File: src/rtl/shift_sequencer_pkg.sv
// Shared types and default widths for the shift sequencer block.
// SHIFT_SEQ_PARITY_EN adds the PARITY state (one extra bit period after the data bits).
package shift_seq_pkg;

  localparam int DEF_CNT_BITS = 4;
  localparam int DEF_PER_BITS = 8;

  typedef enum logic [2:0] {
    IDLE,
    LOAD,
    WAIT,
`ifdef SHIFT_SEQ_PARITY_EN
    PARITY,
`endif
    DONE
  } state_t;

endpackage

File: src/rtl/shift_sequencer_if.sv
// Handshake/control bundle between a frame requester (master) and the sequencer (slave).
// parity_slot exists only when SHIFT_SEQ_PARITY_EN is defined.
interface shift_sequencer_if
  import shift_seq_pkg::*;
#(
  parameter int NUM_CNT_BITS = DEF_CNT_BITS,
  parameter int NUM_PER_BITS = DEF_PER_BITS
);

  logic                    start;
  logic                    abort;
  logic [NUM_CNT_BITS-1:0] frame_len;
  logic [NUM_PER_BITS-1:0] bit_period;
  logic                    load_enable;
  logic                    shift_enable;
  logic                    busy;
  logic                    done;
  logic [NUM_CNT_BITS-1:0] bit_count;
`ifdef SHIFT_SEQ_PARITY_EN
  logic                    parity_slot;
`endif

  modport master (
    output start, abort, frame_len, bit_period,
    input  load_enable, shift_enable, busy, done, bit_count
`ifdef SHIFT_SEQ_PARITY_EN
    , input parity_slot
`endif
  );

  modport slave (
    input  start, abort, frame_len, bit_period,
    output load_enable, shift_enable, busy, done, bit_count
`ifdef SHIFT_SEQ_PARITY_EN
    , output parity_slot
`endif
  );

endinterface

File: src/rtl/shift_sequencer_period_counter.sv
// Bit-period counter: counts 1..rollover_val while enabled, then restarts at 1.
// rollover_flag is high for the whole cycle in which count_out equals rollover_val.
module period_counter
  import shift_seq_pkg::*;
#(
  parameter int NUM_BITS = DEF_PER_BITS
) (
  input  logic                clk,
  input  logic                n_rst,
  input  logic                clear,
  input  logic                count_enable,
  input  logic [NUM_BITS-1:0] rollover_val,
  output logic [NUM_BITS-1:0] count_out,
  output logic                rollover_flag
);

  always_ff @(posedge clk or negedge n_rst) begin
    if (!n_rst) begin
      count_out <= '0;
    end else if (clear) begin
      count_out <= '0;
    end else if (count_enable) begin
      if (count_out == rollover_val) begin
        count_out <= NUM_BITS'(1);
      end else begin
        count_out <= count_out + NUM_BITS'(1);
      end
    end
  end

  assign rollover_flag = (count_out == rollover_val);

endmodule

File: src/rtl/shift_sequencer.sv
// Frame sequencer: one load strobe, then one shift strobe per bit period until frame_len bits are out.
// SHIFT_SEQ_PARITY_EN appends one parity bit period flagged by parity_slot before DONE.
module shift_sequencer
  import shift_seq_pkg::*;
#(
  parameter int NUM_CNT_BITS = DEF_CNT_BITS,
  parameter int NUM_PER_BITS = DEF_PER_BITS
) (
  input  logic             clk,
  input  logic             n_rst,
  shift_sequencer_if.slave bus
);

  state_t                  state;
  logic [NUM_CNT_BITS-1:0] len_q;
  logic [NUM_PER_BITS-1:0] per_q;
  logic [NUM_CNT_BITS-1:0] bit_count_q;
  logic [NUM_CNT_BITS-1:0] cnt_next;
  logic [NUM_PER_BITS-1:0] rollover_val;
  logic [NUM_PER_BITS-1:0] count_out;
  logic                    rollover_flag;
  logic                    period_tick;
  logic                    shift_state;
  logic                    clear;
  logic                    count_enable;
  logic                    shift;

  // A latched period of 0 behaves as 1: one shift per clock.
  assign rollover_val = (per_q == '0) ? NUM_PER_BITS'(1) : per_q;
  assign cnt_next     = bit_count_q + NUM_CNT_BITS'(1);

`ifdef SHIFT_SEQ_PARITY_EN
  assign shift_state = (state == WAIT) || (state == PARITY);
`else
  assign shift_state = (state == WAIT);
`endif

  assign count_enable = (state == LOAD) || shift_state;
  assign clear        = !count_enable || bus.abort;
  // A freshly cleared counter reads 0 and must never be taken as a period boundary.
  assign period_tick  = rollover_flag && (count_out != '0);
  assign shift        = shift_state && period_tick;

  period_counter #(.NUM_BITS(NUM_PER_BITS)) u_period_counter (
    .clk           (clk),
    .n_rst         (n_rst),
    .clear         (clear),
    .count_enable  (count_enable),
    .rollover_val  (rollover_val),
    .count_out     (count_out),
    .rollover_flag (rollover_flag)
  );

  always_ff @(posedge clk or negedge n_rst) begin
    if (!n_rst) begin
      state       <= IDLE;
      len_q       <= '0;
      per_q       <= '0;
      bit_count_q <= '0;
    end else if ((state != IDLE) && bus.abort) begin
      state       <= IDLE;
      bit_count_q <= '0;
    end else begin
      case (state)
        IDLE: begin
          if (bus.start && !bus.abort && (bus.frame_len != '0)) begin
            state       <= LOAD;
            len_q       <= bus.frame_len;
            per_q       <= bus.bit_period;
            bit_count_q <= '0;
          end
        end
        LOAD: state <= WAIT;
        WAIT: begin
          if (shift) begin
            bit_count_q <= cnt_next;
            if (cnt_next == len_q) begin
`ifdef SHIFT_SEQ_PARITY_EN
              state <= PARITY;
`else
              state <= DONE;
`endif
            end
          end
        end
`ifdef SHIFT_SEQ_PARITY_EN
        PARITY: if (shift) state <= DONE;
`endif
        DONE: state <= IDLE;
        default: state <= IDLE;
      endcase
    end
  end

  assign bus.load_enable  = (state == LOAD);
  assign bus.shift_enable = shift;
  assign bus.busy         = (state != IDLE);
  assign bus.done         = (state == DONE);
  assign bus.bit_count    = bit_count_q;
`ifdef SHIFT_SEQ_PARITY_EN
  assign bus.parity_slot  = (state == PARITY) && period_tick;
`endif

endmodule

File: src/flat_wrapper.sv
// flat-port wrapper written by rule: the top's interface ports become plain ports
module shift_sequencer_flat import shift_seq_pkg::*;
#(
  parameter int NUM_CNT_BITS = DEF_CNT_BITS,
  parameter int NUM_PER_BITS = DEF_PER_BITS
)
  (clk, n_rst, bus_start, bus_abort, bus_frame_len, bus_bit_period, bus_load_enable, bus_shift_enable, bus_busy, bus_done, bus_bit_count);
  shift_sequencer_if #(.NUM_CNT_BITS(NUM_CNT_BITS), .NUM_PER_BITS(NUM_PER_BITS)) bus_i ();
  input  logic clk;
  input  logic n_rst;
  input wire logic [$bits(bus_i.start)-1:0] bus_start;
  input wire logic [$bits(bus_i.abort)-1:0] bus_abort;
  input wire logic [$bits(bus_i.frame_len)-1:0] bus_frame_len;
  input wire logic [$bits(bus_i.bit_period)-1:0] bus_bit_period;
  output wire logic [$bits(bus_i.load_enable)-1:0] bus_load_enable;
  output wire logic [$bits(bus_i.shift_enable)-1:0] bus_shift_enable;
  output wire logic [$bits(bus_i.busy)-1:0] bus_busy;
  output wire logic [$bits(bus_i.done)-1:0] bus_done;
  output wire logic [$bits(bus_i.bit_count)-1:0] bus_bit_count;
  assign bus_i.start = bus_start;
  assign bus_i.abort = bus_abort;
  assign bus_i.frame_len = bus_frame_len;
  assign bus_i.bit_period = bus_bit_period;
  assign bus_load_enable = bus_i.load_enable;
  assign bus_shift_enable = bus_i.shift_enable;
  assign bus_busy = bus_i.busy;
  assign bus_done = bus_i.done;
  assign bus_bit_count = bus_i.bit_count;
  shift_sequencer #(.NUM_CNT_BITS(NUM_CNT_BITS), .NUM_PER_BITS(NUM_PER_BITS)) u_core (.clk(clk), .n_rst(n_rst), .bus(bus_i));
endmodule
File: config.mk
export PLATFORM = sky130hd
export DESIGN_NAME = shift_sequencer_flat
export DESIGN_NICKNAME = d
export VERILOG_FILES = /design/src/rtl/shift_sequencer_pkg.sv /design/src/rtl/shift_sequencer_if.sv /design/src/rtl/shift_sequencer_period_counter.sv /design/src/rtl/shift_sequencer.sv /design/src/flat_wrapper.sv
export SDC_FILE = /design/constraint.sdc
export NUM_CORES = 1
export LEC_CHECK = 0
export ABC_AREA = 1
export CAP_MARGIN = 20
export CORE_MARGIN = 2
export CORE_UTILIZATION = 40
export DETAILED_ROUTE_END_ITERATION = 8
export PLACE_DENSITY = 0.68
export SLEW_MARGIN = 20
export SYNTH_ARGS = -nofsm -noshare
export SYNTH_HDL_FRONTEND = slang
export SYNTH_HIERARCHICAL = 1
export SYNTH_SLANG_ARGS = --single-unit
export TNS_END_PERCENT = 20
File: constraint.sdc
create_clock -name clk -period 2.6 [get_ports clk]
set_input_delay 0.52 -clock clk [delete_from_list [all_inputs] [get_ports clk]]
set_output_delay 0.52 -clock clk [all_outputs]
set_load 0.01 [all_outputs]
==> results.json, run 1 <==
{
  "ir_worst_vdd_mv": 0.507,
  "fmax_ghz": 0.417,
  "setup-tns-final_ns": 0,
  "netlist_instances": 213,
  "ctsHoldBuffers": 0,
  "synth_top_cell_area_share": 0.381,
  "post_synth_edffs": 0,
  "cts-buffers-inserted": 3,
  "grt_antenna_before_repair": 0,
  "route.antenna.remaining_nets": 0,
  "drt_drc_violations_left": 0,
  "count_of_final_max_slew_check_failures": 0,
  "power_report.internal_total_mw": 1.06,
  "final_layout_size_suffix_gt1_frac": 0.196,
  "setup.worst_path.class": "register to primary output",
  "min-delay-path-class": "register to register",
  "std_cell_rows": 23,
  "tritoncts": "yes",
  "timing.critical_path.required_ns": 2.08,
  "drt_first_iter_violations": 41,
  "crit_path_max_fanout": 3,
  "pin_count_of_the_biggest_net_entering_global_routing": 27,
  "die_span_in_y_um": 69.3,
  "swShare": 0.408,
  "finalNetCount": 259,
  "num_antenna_cells": 0,
  "pwr-share-comb": 0.484,
  "max-cap-violations": 0,
  "syn-num-nets": 236,
  "synth_seq_cells": 26,
  "placement.io_buffers": 23,
  "grt_util_met1": 0.169,
  "htree_levels": 1,
  "clkTransAtPathRegs_ns": 0.09,
  "yosysUniqueCellTypes": 29,
  "core_mm2": 0.00406,
  "final_core_util": 0.505,
  "gr-usage-met3": 0.0349,
  "floorplan.die_area_mm2": 0.00481,
  "transition_at_the_pin_with_the_smallest_max_transition_slack_ns": 0.355,
  "finalWirelength_um": 2990,
  "drt-pass1-iter-count": 4,
  "fin_crit_sh": 0.922,
  "syn_avg_cell_area_um2": 8.01,
  "fin_worst_skew_ns": 0.00267,
  "grt_pass1_wl_um": 5540,
  "vias_per_cell": 4.65,
  "leakage_nw": 0.981,
  "floorplan.initialDensity": 0.421,
  "synthFlopType": "sky130_fd_sc_hd__dfrtp_1",
  "synth.yosys.seq_area_share": 0.381,
  "run_status": "complete, no violations",
  "worst_ep_arrival_time_ns": 1.88,
  "power_switching_mw": 0.731,
  "main_area_contributors_after_synthesis": "sky130_fd_sc_hd__dfrtp_1 38%, sky130_fd_sc_hd__nand2_1 13%, sky130_fd_sc_hd__inv_1 6.4%",
  "setup_repair_after_global_routing_missed_its_margin": "no",
  "place_congestion": 0.826,
  "post-synth-top-count-cell": "sky130_fd_sc_hd__nand2_1",
  "top_usage_layer": "met2",
  "globalRouteTotalUtil": 0.140,
  "setup.worst_path.start_class": "register",
  "max_slew_margin": 0.763,
  "hpwlAfterDp_um": 2250,
  "setup.worst_path.end_class": "primary output",
  "vias": 1325,
  "seq_power_share": 0.370,
  "clk_path_buf_depth": 2,
  "first_global_vias": 1288,
  "worstSkewPairLatency_ns": 0.27,
  "area_growth_pct": 20.0,
  "clock_power_share": 0.147,
  "post_synth_instance_area_mm2": 0.00171,
  "power_density_mw_per_mm2": 874,
  "finalHoldViolations": 0,
  "yosys.area.top_type": "sky130_fd_sc_hd__dfrtp_1",
  "ys.warnings.count": 6,
  "ys_top_cells_by_count": "60 x sky130_fd_sc_hd__nand2_1, 29 x sky130_fd_sc_hd__inv_1, 26 x sky130_fd_sc_hd__dfrtp_1",
  "clock_sink_count": 26,
  "postSynth.asyncResetShare": 1.00,
  "detail_route.wl_per_cell_um": 10.5,
  "setup-violations-final": 0,
  "dieWidth_um": 69.3,
  "n_fill_cell": 392,
  "fin_crit_ns": 2.40,
  "global_route_total_overflow": 0,
  "ctsRootBufferMaster": "sky130_fd_sc_hd__clkbuf_8",
  "grt.met2_usage": 0.243,
  "pin_count": 24
}
[repair_timing]
action | CTS | global route
pin swaps | 0 | 4
setup buffers | 0 | 1
endpoints found under the hold margin | 0 | 0
setup endpoints to repair | 1 | 1
gates resized for setup | 2 | 5
[layer usage]
| metal | share of wire | vias to the layer above |
|---|---|---|
| li1 | - | 700 |
| met3 | 0.056 | 4 |
| met2 | 0.49 | 32 |
| met1 | 0.44 | 589 |
| met5 | 0 | - |
| met4 | 0.016 | 0 |
[registers in the layout, summed over array words and instances (netlist names)]
| signal | count |
|---|---|
| u_core/bus.bit_count | 4 |
| u_core/len_q | 4 |
| u_core/u_period_counter/count_out | 8 |
| u_core/per_q | 8 |
| u_core/state | 2 |
[metrics by stage]
step	std cells	hold WS, ns	power, mW	setup slack, ns	instance area [um2]
floorplan	213	0.224	1.34	0.640	1710
global placement	280	0.497	1.51	0.0655	1980
detailed placement	280	0.496	1.51	0.0477	1980
CTS	284	0.519	1.79	0.0436	2040
global route	285	0.548	1.95	0.0249	2050
finish	285	0.516	1.79	0.202	2050
[layout by cell type (no fill, tap or decap), types with 2 or more instances in the layout]
| master | synthesis | routed |
|---|---|---|
| sky130_fd_sc_hd__a21oi_1 | 3 | 3 |
| sky130_fd_sc_hd__nand4_1 | 3 | 3 |
| sky130_fd_sc_hd__nand3_1 | 13 | 13 |
| sky130_fd_sc_hd__clkdlybuf4s50_1 | 0 | 22 |
| sky130_fd_sc_hd__ha_1 | 7 | 7 |
| sky130_fd_sc_hd__mux2_4 | 2 | 2 |
| sky130_fd_sc_hd__inv_1 | 29 | 29 |
| sky130_fd_sc_hd__nand2_1 | 60 | 59 |
| sky130_fd_sc_hd__buf_4 | 0 | 3 |
| sky130_fd_sc_hd__o21ai_0 | 5 | 5 |
| sky130_fd_sc_hd__nor2_1 | 10 | 10 |
| sky130_fd_sc_hd__a21o_1 | 2 | 2 |
| sky130_fd_sc_hd__mux2_2 | 6 | 6 |
| sky130_fd_sc_hd__inv_2 | 3 | 3 |
| sky130_fd_sc_hd__nand2_2 | 1 | 2 |
| sky130_fd_sc_hd__dfrtp_1 | 26 | 26 |
| sky130_fd_sc_hd__nor2_4 | 3 | 3 |
| sky130_fd_sc_hd__xor2_1 | 4 | 4 |
| sky130_fd_sc_hd__clkbuf_8 | 0 | 4 |
| sky130_fd_sc_hd__nor2_2 | 7 | 7 |
| sky130_fd_sc_hd__a21oi_2 | 6 | 6 |
| sky130_fd_sc_hd__nand2_4 | 3 | 3 |
| sky130_fd_sc_hd__xnor2_1 | 4 | 4 |
[critical path, stage by stage (launching register included)]
cell and delay (ns):
sky130_fd_sc_hd__dfrtp_1 0.42, sky130_fd_sc_hd__nor4_2 0.29, sky130_fd_sc_hd__a21o_1 0.17, sky130_fd_sc_hd__nand2_1 0.05
sky130_fd_sc_hd__nand2_1 0.06, sky130_fd_sc_hd__nand2_1 0.05, sky130_fd_sc_hd__nor2_2 0.11, sky130_fd_sc_hd__nand2_4 0.07
sky130_fd_sc_hd__inv_2 0.06, sky130_fd_sc_hd__nand2_2 0.07, sky130_fd_sc_hd__nor2_1 0.11, sky130_fd_sc_hd__buf_2 0.14
[final cells by class]
class | instances | area (um2) | share of cell area
Multi-Input combinational cell | 146 | 906 | 0.442
Sequential cell | 26 | 651 | 0.318
Timing Repair Buffer | 26 | 248 | 0.121
Inverter | 33 | 126 | 0.0617
Tap cell | 50 | 62.6 | 0.0305
Clock buffer | 4 | 55.1 | 0.0269
[power groups by stage]
stage | logic, mW | clock network, mW | registers, mW
after floorplan | 0.708 | 0 | 0.627
after global placement | 0.851 | 0 | 0.657
after detailed placement | 0.854 | 0 | 0.661
after CTS | 0.861 | 0.276 | 0.658
after global routing | 0.977 | 0.286 | 0.689
final | 0.866 | 0.263 | 0.662
[cell families (layout without fill, tap and decap cells)]
kind of cell             after synthesis  after routing  share of synthesized area
AO/OA/AOI/OAI                         18             18                     0.0777
multiplexers                           8              8                     0.0572
XOR/XNOR                               8              8                     0.0411
buffers and inverters                 41             63                     0.0960
AND/OR/NAND/NOR                      105            105                      0.295
flip-flops                            26             26                      0.381
adder cells (fa/ha/maj)                7              7                     0.0513
[worst paths after layout]
check / startpoint / to / slack [ns] / depth (start not counted)
worst max-delay path: u_core/per_q[2]$_DFFE_PN0P_ / bus_shift_enable / 0.20 / 11
worst min-delay path: u_core/len_q[1]$_DFFE_PN0P_ / u_core/len_q[1]$_DFFE_PN0P_ / 0.52 / 2
worst max register to register: u_core/per_q[2]$_DFFE_PN0P_ / u_core/state[1]$_DFFE_PN0P_ / 0.66 / 13
worst min register to register: u_core/len_q[1]$_DFFE_PN0P_ / u_core/len_q[1]$_DFFE_PN0P_ / 0.52 / 2
max in group asynchronous: n_rst / u_core/per_q[2]$_DFFE_PN0P_ / 1.72 / 2
min in group asynchronous: n_rst / u_core/bus.bit_count[2]$_DFFE_PN0P_ / 0.62 / 2
No activity file was read; power rests on OpenSTA's default activity.
==> inputs of run 2 (changes only) <==
--- a/config.mk
+++ b/config.mk
@@ -10,6 +10,7 @@
 export CORE_MARGIN = 2
 export CORE_UTILIZATION = 40
 export DETAILED_ROUTE_END_ITERATION = 8
+export HOLD_SLACK_MARGIN = 0.05
 export PLACE_DENSITY = 0.68
 export SLEW_MARGIN = 20
 export SYNTH_ARGS = -nofsm -noshare
==> results of run 2 <==
No change in the layout: final DEF, timing and power equal those of run 1.
